**config.mk**
```make
export PLATFORM = sky130hd
export DESIGN_NAME = mem_access_unit
export DESIGN_NICKNAME = d
export VERILOG_FILES = /design/src/rtl/mem_access_unit.sv
export SDC_FILE = /design/constraint.sdc
export NUM_CORES = 1
export LEC_CHECK = 0
export CORE_AREA = 2 2 111 113
export CTS_CLUSTER_SIZE = 10
export DETAILED_ROUTE_END_ITERATION = 6
export DIE_AREA = 0 0 113 115
export PLACE_DENSITY = 0.75
export RECOVER_POWER = 25
export SLEW_MARGIN = 30
export SYNTH_ARGS = -nofsm -noshare
export SYNTH_HDL_FRONTEND = slang
export SYNTH_SLANG_ARGS = --single-unit
```
**constraint.sdc**
```tcl
create_clock -name Clk -period 3.94 [get_ports Clk]
set_clock_uncertainty 0.05 [all_clocks]
set_input_delay 0.394 -clock Clk [delete_from_list [all_inputs] [get_ports Clk]]
set_output_delay 0.394 -clock Clk [all_outputs]
set_load 0.02 [all_outputs]
```
**src/rtl/mem_access_unit.sv**
```systemverilog
// Byte-serial load/store engine between a pipeline MEM stage and an 8-bit data memory.
// Latency: 2N+1 cycles from the accepting edge to Done (N = 1/2/4 bytes); 1 cycle for a rejected misaligned access.
// Backpressure: Req is only accepted in IDLE; Req while Busy or in DONE is ignored.
// Optional alignment checking is enabled by defining MEM_ACCESS_MISALIGN_CHECK_EN.
`timescale 1ns/1ps

module mem_access_unit #(
    parameter int ADDR_W = 10
) (
    input  logic              Clk,
    input  logic              Reset,
    input  logic              Req,
    input  logic              Write,
    input  logic [1:0]        Size,
    input  logic              Signed,
    input  logic [ADDR_W-1:0] Addr,
    input  logic [31:0]       WData,
    output logic [31:0]       RData,
    output logic              Busy,
    output logic              Done,
    output logic              MisalignErr,
    output logic              MemEnable,
    output logic              MemReadWrite,
    output logic [ADDR_W-1:0] MemAddress,
    output logic [7:0]        MemDataOut,
    input  logic [7:0]        MemDataIn
);

    typedef enum logic [1:0] {
        ST_IDLE   = 2'd0,
        ST_ACCESS = 2'd1,
        ST_GAP    = 2'd2,
        ST_DONE   = 2'd3
    } state_t;

    state_t              state_q;
    logic [2:0]          cnt_q;        // bytes completed in the current access
    logic [2:0]          nbytes_q;     // bytes to transfer: 1, 2 or 4
    logic                write_q;
    logic                signed_q;
    logic [31:0]         wdata_q;
    logic [31:0]         rbuf_q;       // load bytes shifted in, b0 ends up most significant
    logic [31:0]         rdata_q;
    logic                busy_q;
    logic                done_q;
    logic                misalign_q;
    logic                mem_en_q;
    logic                mem_rw_q;
    logic [ADDR_W-1:0]   mem_addr_q;
    logic [7:0]          mem_dout_q;

    // Combinational helpers feeding the FSM
    logic [2:0]          req_nbytes_d;
    logic                req_misalign_d;
    logic [7:0]          first_byte_d;
    logic [7:0]          next_byte_d;
    logic [31:0]         load_result_d;

    // Big-endian byte pick: byte k of an n-byte operand is the k-th most significant of its low n bytes.
    function automatic logic [7:0] sel_byte(input logic [31:0] d,
                                            input logic [2:0]  n,
                                            input logic [2:0]  k);
        logic [2:0] i;
        i = n - k - 3'd1;
        case (i)
            3'd0:    sel_byte = d[7:0];
            3'd1:    sel_byte = d[15:8];
            3'd2:    sel_byte = d[23:16];
            3'd3:    sel_byte = d[31:24];
            default: sel_byte = d[7:0];
        endcase
    endfunction

    // Operand length from Size; the reserved encoding behaves as a word.
    always_comb begin
        req_nbytes_d = 3'd4;
        case (Size)
            2'b00:   req_nbytes_d = 3'd1;
            2'b01:   req_nbytes_d = 3'd2;
            default: req_nbytes_d = 3'd4;
        endcase
    end

`ifdef MEM_ACCESS_MISALIGN_CHECK_EN
    // Half accesses need an even address, word accesses a multiple of four.
    always_comb begin
        req_misalign_d = 1'b0;
        if (Size == 2'b01)
            req_misalign_d = Addr[0];
        else if (Size[1])
            req_misalign_d = (Addr[1:0] != 2'b00);
    end
`else
    // Without the check every alignment is legal; addresses simply wrap.
    always_comb begin
        req_misalign_d = 1'b0;
    end
`endif

    // Store data for the first byte (from the request) and for later bytes (from the latched operand).
    always_comb begin
        first_byte_d = sel_byte(WData, req_nbytes_d, 3'd0);
        next_byte_d  = sel_byte(wdata_q, nbytes_q, cnt_q);
    end

    // Final load value: extend the assembled bytes according to operand size and signedness.
    always_comb begin
        load_result_d = rbuf_q;
        case (nbytes_q)
            3'd1:    load_result_d = {{24{signed_q & rbuf_q[7]}},  rbuf_q[7:0]};
            3'd2:    load_result_d = {{16{signed_q & rbuf_q[15]}}, rbuf_q[15:0]};
            default: load_result_d = rbuf_q;
        endcase
    end

    // Access sequencer: all outputs are registered so MemEnable rises cleanly for every byte
    // and address/data/direction stay stable for the whole ACCESS cycle.
    always_ff @(posedge Clk) begin
        if (Reset) begin
            state_q    <= ST_IDLE;
            cnt_q      <= 3'd0;
            nbytes_q   <= 3'd1;
            write_q    <= 1'b0;
            signed_q   <= 1'b0;
            wdata_q    <= 32'd0;
            rbuf_q     <= 32'd0;
            rdata_q    <= 32'd0;
            busy_q     <= 1'b0;
            done_q     <= 1'b0;
            misalign_q <= 1'b0;
            mem_en_q   <= 1'b0;
            mem_rw_q   <= 1'b0;
            mem_addr_q <= '0;
            mem_dout_q <= 8'd0;
        end else begin
            // Completion and fault flags are single-cycle pulses.
            done_q     <= 1'b0;
            misalign_q <= 1'b0;
            case (state_q)
                ST_IDLE: begin
                    if (Req) begin
                        write_q  <= Write;
                        signed_q <= Signed;
                        wdata_q  <= WData;
                        nbytes_q <= req_nbytes_d;
                        cnt_q    <= 3'd0;
                        rbuf_q   <= 32'd0;
                        if (req_misalign_d) begin
                            // Rejected: no memory cycle, report fault together with Done.
                            state_q    <= ST_DONE;
                            done_q     <= 1'b1;
                            misalign_q <= 1'b1;
                        end else begin
                            state_q    <= ST_ACCESS;
                            busy_q     <= 1'b1;
                            mem_en_q   <= 1'b1;
                            mem_rw_q   <= Write;
                            mem_addr_q <= Addr;
                            mem_dout_q <= Write ? first_byte_d : 8'd0;
                        end
                    end
                end
                ST_ACCESS: begin
                    // The memory output is valid by the edge that closes the enable window.
                    if (!write_q)
                        rbuf_q <= {rbuf_q[23:0], MemDataIn};
                    cnt_q      <= cnt_q + 3'd1;
                    state_q    <= ST_GAP;
                    mem_en_q   <= 1'b0;
                    mem_rw_q   <= 1'b0;
                    mem_dout_q <= 8'd0;
                end
                ST_GAP: begin
                    if (cnt_q == nbytes_q) begin
                        state_q <= ST_DONE;
                        busy_q  <= 1'b0;
                        done_q  <= 1'b1;
                        if (!write_q)
                            rdata_q <= load_result_d;
                    end else begin
                        // Next byte at the following address, modulo the memory size.
                        state_q    <= ST_ACCESS;
                        mem_en_q   <= 1'b1;
                        mem_rw_q   <= write_q;
                        mem_addr_q <= mem_addr_q + ADDR_W'(1);
                        mem_dout_q <= write_q ? next_byte_d : 8'd0;
                    end
                end
                ST_DONE: begin
                    state_q <= ST_IDLE;
                end
                default: begin
                    state_q <= ST_IDLE;
                end
            endcase
        end
    end

    assign RData        = rdata_q;
    assign Busy         = busy_q;
    assign Done         = done_q;
    assign MisalignErr  = misalign_q;
    assign MemEnable    = mem_en_q;
    assign MemReadWrite = mem_rw_q;
    assign MemAddress   = mem_addr_q;
    assign MemDataOut   = mem_dout_q;

endmodule

```
# Word-level counts from Yosys, hierarchy flattened
# Index checks and enable logic that the tools add are counted.
# totals
ff_bits	128
output_inout_bits	55
word_cells	82
# classes
n_reduce_logical	13
bitwise_logic	4
n_mux	29
eq_ne	17
add_sub_neg	5
# op_table
op	count
32-bit case mux with 2 select lines	2
8-bit case mux with 3 select lines	3
32-bit 2-to-1 mux	2
8-bit 2-to-1 mux	4
10-bit 2-to-1 mux	2
10-bit case mux with 2 select lines	1
3-bit by 2-bit == test with 1-bit output, second input constant	5
3-bit AND reduction	5
3-bit case mux with 2 select lines	2
10-bit by 1-bit adder with 10-bit output, second input constant	1
3-bit by 1-bit == test with 1-bit output, second input constant	3
2-bit != test, second input constant	4
2-bit case mux with 4 select lines	1
1-bit 2-to-1 mux	6
1-bit case mux with 3 select lines	2
3-bit by 1-bit subtractor with 3-bit output, second input constant	2
2-bit by 1-bit == test with 1-bit output, second input constant	2
2-bit == test, second input constant	2
2-bit zero test	2
2-bit 2-to-1 mux	2
2-bit AND reduction	2
2-bit nonzero test	2
3-bit by 1-bit adder with 3-bit output, second input constant	1
3-bit == test	1
other kinds (7)	9

# Longest topological paths before layout
# Gate-level depths: netlist (run 1).
# logic_depth
depth_word	8
mapped_depth	9

# Worst setup path after synthesis (run 1)
# OpenSTA, ideal clock, no wires.
# synth_path
kind	register to register
start	register cnt_q[1]
end	register rdata_q[25], in the netlist RData[25]
arrival_ps	1815
stages_incl_launch_ff	9
t_required_ps	3750
slack_ps	1934
setup_ps	140
path_buffers	2
synth_period_minus_slack_ps	2006
path_cell_list	dfxtp_1 > inv_1 > ha_1 > nand3_1 > or3_1 > buf_6 > a31oi_4 > buf_6 > a211oi_2
# synth_between
elab_chain_len	2
# synth_lines
element	line_no	rtl
start, declared	37	logic [2:0] cnt_q;
start signal, assigned	167	cnt_q <= cnt_q + 3'd1;
3-bit == test	174	if (cnt_q == nbytes_q) begin
3-bit AND reduction (no line)	-	
end signal, assigned	179	rdata_q <= load_result_d;
end, declared	43	logic [31:0] rdata_q;
# Every way passes these cells.
# A chain may end at the register's enable or synchronous reset.

# Final worst setup path (run 1)
# layout_path
start	register state_q[0]
end	register rdata_q[20], in the netlist RData[20]
# layout_between
elab_chain_len	2
# layout_lines
element	line_no	rtl
start, declared	36	state_t state_q;
start signal, assigned	120	state_q <= ST_IDLE;
start signal, assigned	150	state_q <= ST_DONE;
start signal, assigned	154	state_q <= ST_ACCESS;
2-bit == test	139	case (state_q)
3-bit AND reduction (no line)	-	
# Every way passes these cells.

==> results.json, run 1 <==
{
  "status": "complete, but fails checks",
  "violations": "design-rule violations, max-capacitance violations, max-slew violations",
  "synthFlopType": "dfxtp_1",
  "yosysWarnings": 0,
  "cp_max_fo": 20,
  "dr.pass1.iters": 7,
  "synth_compound_area_share_pct": 25.08,
  "swShare_pct": 30.10,
  "highest_layer": "met4",
  "async_flop_share_pct": 0,
  "grt_overflow": 0,
  "grt_start_max_net_pins": 62,
  "final_cell_mix": "dfxtp_1, nand2_1, clkdlybuf4s50_1",
  "core_area_um2": 11810,
  "cts_sinks": 128,
  "fin_util_pct": 62.24,
  "path_class": "register to register",
  "placementRows": 40,
  "antenna_found_initial": 0,
  "maxSlewHeadroom_pct": -15.85,
  "stdcell_area_um2": 7351,
  "cts-root-buf": "clkbuf_16",
  "final_hold_viol_count": 0,
  "routedWlPerCell_um": 16.38,
  "rsz0062_at_grt": "false",
  "worstSetupEndpointType": "register",
  "routed_via_density": 5.742,
  "cts_buffers": 17,
  "synth_area_um2": 5638,
  "fin_ws_ns": 0.9076,
  "timing.setup.tns_ns": 0,
  "synth_top_family_by_area": "compound AO/OA/AOI/OAI gates",
  "synth_simple_gate_area_share_pct": 17.62,
  "syn2layout_area_growth_pct": 30.38,
  "vias": 5237,
  "io-pin-count": 112,
  "syn_avg_cell_area_um2": 8.453,
  "synth_cell_types": 55,
  "holdCritStartpoint": "wdata_q[29]",
  "min_path_type": "register to register",
  "crit_slowest_cell": "ha_1",
  "holdWs_ns": 0.4012,
  "grt_pass1_vias": 4982,
  "htreeDepth": 4,
  "r2r_start": "state_q[0]",
  "max_stage_delay_ns": 0.62,
  "dr_wl_met2_um": 7385,
  "gp_congestion": 0.8699,
  "yosysSeqAreaShare_pct": 45.45,
  "dpl.hpwl_um": 10000,
  "worstPathRequired_ns": 4.15,
  "ctsHoldBuffers": 0,
  "numPortBuffers": 110,
  "critical_path.cell_chain": "inv_1 > ha_1 > nand3_1 > or3_1 > a31oi_4 > a211oi_1",
  "drt_wl_total_um": 14940,
  "grt_pass1_wl_um": 24210,
  "worst_pin_slew_ns": 1.738,
  "synth_fa_ha_area_share_pct": 2.130,
  "drv_cap": 1,
  "fin_crit_sh_pct": 76.96,
  "cts_tree": "built",
  "post-route-min-period_ns": 3.032,
  "die_x_um": 113,
  "dieArea_um2": 13000,
  "drtAntennaViolNets": 0,
  "finalNetCount": 818,
  "clockPowerShare_pct": 39.6,
  "synth_mux_area_share_pct": 3.373,
  "p_int_mw": 2.649,
  "clock_latency_ns": 0.41,
  "n_antenna_cell": 0,
  "drc": 5,
  "die_y_um": 115,
  "synthCells": 667,
  "power_frac_comb_pct": 21.1,
  "wl_met3_um": 991,
  "p_leak_nw": 2.601,
  "arrival_ns": 3.24,
  "synth_nets": 733,
  "drive_above_1_share_pct": 8.889,
  "placed_area_um2": 6763,
  "setup_viol": 0,
  "synth_xor_area_share_pct": 0.9987,
  "wl_met1_um": 6297,
  "cts-resized-gates": 0,
  "final_common_cell": "dfxtp_1",
  "ir_worst_vdd_mv": 0.2584,
  "grt_usage_pct": 23.09,
  "powerDensity_nw_per_um2": 515.5,
  "clk_pin_slew_ns": 0.06,
  "cts_setup_buffers": 0,
  "switchingPower_mw": 1.141,
  "synth_seq_cells": 128,
  "startpoint_type": "register",
  "dp_slack_ns": 0.9104,
  "cts_buffer_depth": 2,
  "start_util_pct": 47.73,
  "clock.fmax_mhz": 329.8,
  "cp-startpoint": "state_q[0]",
  "synth_edf_count": 0,
  "final_max_slew_viol_count": 39,
  "seqPwrFrac_pct": 39.3,
  "drt_iter0_markers": 380
}
## per-layer routing
layer / vias up / track usage [%]
li1: 2522 / -
met3: 22 / 5.693
met4: 0 / 8.130
met5: - / 0
met1: 2476 / 28.82
met2: 217 / 39.16
## registers in the layout, summed over array words and instances (netlist names)
signal	flops
cnt_q	3
signed_q	1
MemReadWrite	1
write_q	1
MemEnable	1
Busy	1
rbuf_q	32
state_q	2
MemDataOut	8
nbytes_q	3
Done	1
RData	32
wdata_q	32
MemAddress	10
## logic make-up after synthesis
| kind of cell | after synthesis |
|---|---|
| fa+ha+maj | 9 |
| other cells | 1 |
| mux | 18 |
| flops | 128 |
| compound gates | 202 |
| buf+inv | 72 |
| simple gates | 233 |
| xor+xnor | 4 |
## final cells by class
type,count,area [um^2]
clock buffer,21,470.5
tap,147,183.9
inverter,21,78.83
multi-input combinational,467,2798
sequential,128,2562
clock inverter,11,106.4
fill,999,4461
timing repair buffer,117,1151
## path summary, 6_finish.rpt
path	endpoint	slack, ns	cells past startpoint
setup / recovery	RData[20]	0.91	6
hold / removal	wdata_q[29]	0.40	2
setup reg to reg	RData[20]	0.91	6
hold reg to reg	wdata_q[29]	0.40	2
## synth_stat cells (10+ instances only)
cell	n	area [um^2]
a211oi_1	18	135.1
a211oi_2	10	125.1
a21oi_1	65	325.3
a22oi_1	32	240.2
clkbuf_1	37	138.9
dfxtp_1	128	2562
inv_1	21	78.83
mux2i_1	10	100.1
nand2_1	126	473.0
nor2_1	61	229.0
nor2b_1	13	81.33
o211ai_1	11	82.58
o21ai_0	19	95.09
## power groups by stage
stage	clock, mW	combinational (mW)	sequential, mW
final	1.50	0.799	1.49
after floorplan	0	0.462	1.55
after global routing	1.58	0.867	1.50
after CTS	1.52	0.798	1.49
after detailed placement	0	0.789	1.51
after global placement	0	0.770	1.51
## worst max-delay path: cells and delay by family, from the launching register on
family	cells	cell delay, ns
and+or+nand+nor	2	0.99
AOI/OAI and AO/OA	2	0.77
adders and majority gates	1	0.62
DFF	1	0.35
buffers and inverters	1	0.09
## through the flow
| stage | std cells | total power [mW] |
|---|---|---|
| final | 912 | 3.790 |
| after global routing | 912 | 3.952 |
| after CTS | 911 | 3.806 |
| after detailed placement | 879 | 2.304 |
| after global placement | 879 | 2.283 |
| after floorplan | 667 | 2.011 |
(Power assumes the default switching activity.)
==> run 2: changes to the inputs <==
CORE_AREA = 2 2 113 115   (was 2 2 111 113)
DIE_AREA = 0 0 115 117   (was 0 0 113 115)
PLACE_DENSITY = 0.76   (was 0.75)
clock period = 2.6 ns   (was 3.94 ns; I/O delays follow)
==> run 2 against run 1 <==
Via count shrank 0.17%. Flip-flop and latch count is the same. Hold slack lost 0.18 ns. Largest power group is now registers. Largest cell class unchanged. Worst setup slack lost 0.49 ns. Combinational power grew 54%. Critical path type unchanged. The run now ends clean.
==> results.json, run 2 (synthesis results as in run 1) <==
{
  "cts-root-buf": "clkbuf_16",
  "cts_sinks": 128,
  "routed_via_density": 5.676,
  "path_class": "register to register",
  "clock_latency_ns": 0.41,
  "busiest_layer": "met2",
  "die_x_um": 115,
  "grt_pass1_wl_um": 24010,
  "startpoint_type": "register",
  "drv_cap": 0,
  "drc": 0,
  "ir_worst_vdd_mv": 0.4052,
  "drt_iter0_markers": 430,
  "status": "finished clean",
  "post-route-min-period_ns": 2.180,
  "grt_usage_pct": 22.72,
  "n_antenna_cell": 0,
  "routedWlPerCell_um": 16.22,
  "numPortBuffers": 110,
  "die_y_um": 117,
  "start_util_pct": 45.79,
  "finalNetCount": 825,
  "final_cell_mix": "dfxtp_1, nand2_1, clkdlybuf4s50_1",
  "powerDensity_nw_per_um2": 776.2,
  "gp_congestion": 0.8656,
  "dieArea_um2": 13460,
  "final_max_slew_viol_count": 0,
  "cts_tree": "built",
  "drive_above_1_share_pct": 9.209,
  "ctsHoldBuffers": 0,
  "core_area_um2": 12310,
  "worstPathRequired_ns": 2.84,
  "clock.fmax_mhz": 458.8,
  "final_common_cell": "dfxtp_1",
  "p_leak_nw": 2.664,
  "holdWs_ns": 0.2252,
  "met2_usage_pct": 38.47,
  "antenna_found_initial": 0,
  "cts_setup_buffers": 0,
  "grt_start_max_net_pins": 51,
  "clk_pin_slew_ns": 0.06,
  "cts-resized-gates": 0,
  "timing.setup.tns_ns": 0,
  "dpl.hpwl_um": 10310,
  "setup_viol": 0,
  "holdPathStages": 2,
  "drtAntennaViolNets": 0,
  "min_path_type": "primary input to register",
  "cp_max_fo": 10,
  "arrival_ns": 2.42,
  "fin_crit_sh_pct": 83.84,
  "fill_cells": 1108,
  "placementRows": 41,
  "dr.pass1.iters": 5,
  "htreeDepth": 4,
  "syn2layout_area_growth_pct": 31.00,
  "met1_usage_pct": 27.92,
  "final_hold_viol_count": 0,
  "worstSetupEndpointType": "register",
  "worst_pin_slew_ns": 0.7497,
  "vias": 5228,
  "cts_buffer_depth": 2,
  "maxSlewHeadroom_pct": 50.02,
  "cts_buffers": 17,
  "drt_wl_total_um": 14940,
  "grt_pass1_vias": 4932,
  "rsz0062_at_grt": "false",
  "r2r_cells": 7,
  "io-pin-count": 112,
  "grt_overflow": 0,
  "grtUsageMet3_pct": 5.716
}
## run 2: final timing paths
path / slack [ns] / from / end
setup reg to reg: 0.42 / cnt_q[0] / MemDataOut[0]
hold reg to reg: 0.40 / wdata_q[16] / wdata_q[16]
setup / recovery: 0.42 / cnt_q[0] / MemDataOut[0]
hold / removal: 0.23 / Reset / MemAddress[2]
## run 2: worst max-delay path, cell delays in order, from the launching register on
cell and delay (ns):
dfxtp_1 0.35, inv_1 0.08, ha_1 0.32, buf_4 0.19, and3_1 0.20, a211o_1 0.42
a221oi_1 0.34, o22ai_1 0.12
## run 2: cell type report
type                            instances  area [um^2]  share of cell area, %
Sequential cell                       128         2562                  34.69
Multi-Input combinational cell        467         2794                  37.83
Inverter                               21        78.83                  1.067
Timing Repair Buffer                  124         1197                  16.21
Clock inverter                         10        105.1                  1.423
Tap cell                              150        187.7                  2.541
Clock buffer                           21        460.4                  6.234
## run 2: power breakdown
part	internal, mW	total, mW	switching (mW)	leakage (nW)
Clock	1.37	2.25	0.878	0.266
Sequential	2.12	2.26	0.142	1.04
Combinational	0.515	1.23	0.711	1.36
Total	4.00	5.73	1.73	2.66
## run 2: layer usage
layer	share of wire, %	up-vias	routed length (um)
met5	0	-	0
met4	1.8	0	264
met3	6.4	18	952
met2	50	220	7461
met1	42	2454	6261
li1	-	2536	-
## run 2: per-stage QoR
| stage | util, % | instances | power (mW) | cell area, um^2 | setup slack (ns) |
|---|---|---|---|---|---|
| floorplan | - | 667 | 3.048 | 5638 | 0.5945 |
| global placement | 55.45 | 890 | 3.485 | 6827 | 0.4507 |
| detailed placement | 55.45 | 890 | 3.520 | 6827 | 0.4173 |
| CTS | 60.04 | 921 | 5.771 | 7392 | 0.4114 |
| global route | 59.99 | 921 | 5.984 | 7386 | 0.2780 |
| finish | 59.99 | 921 | 5.733 | 7386 | 0.4203 |
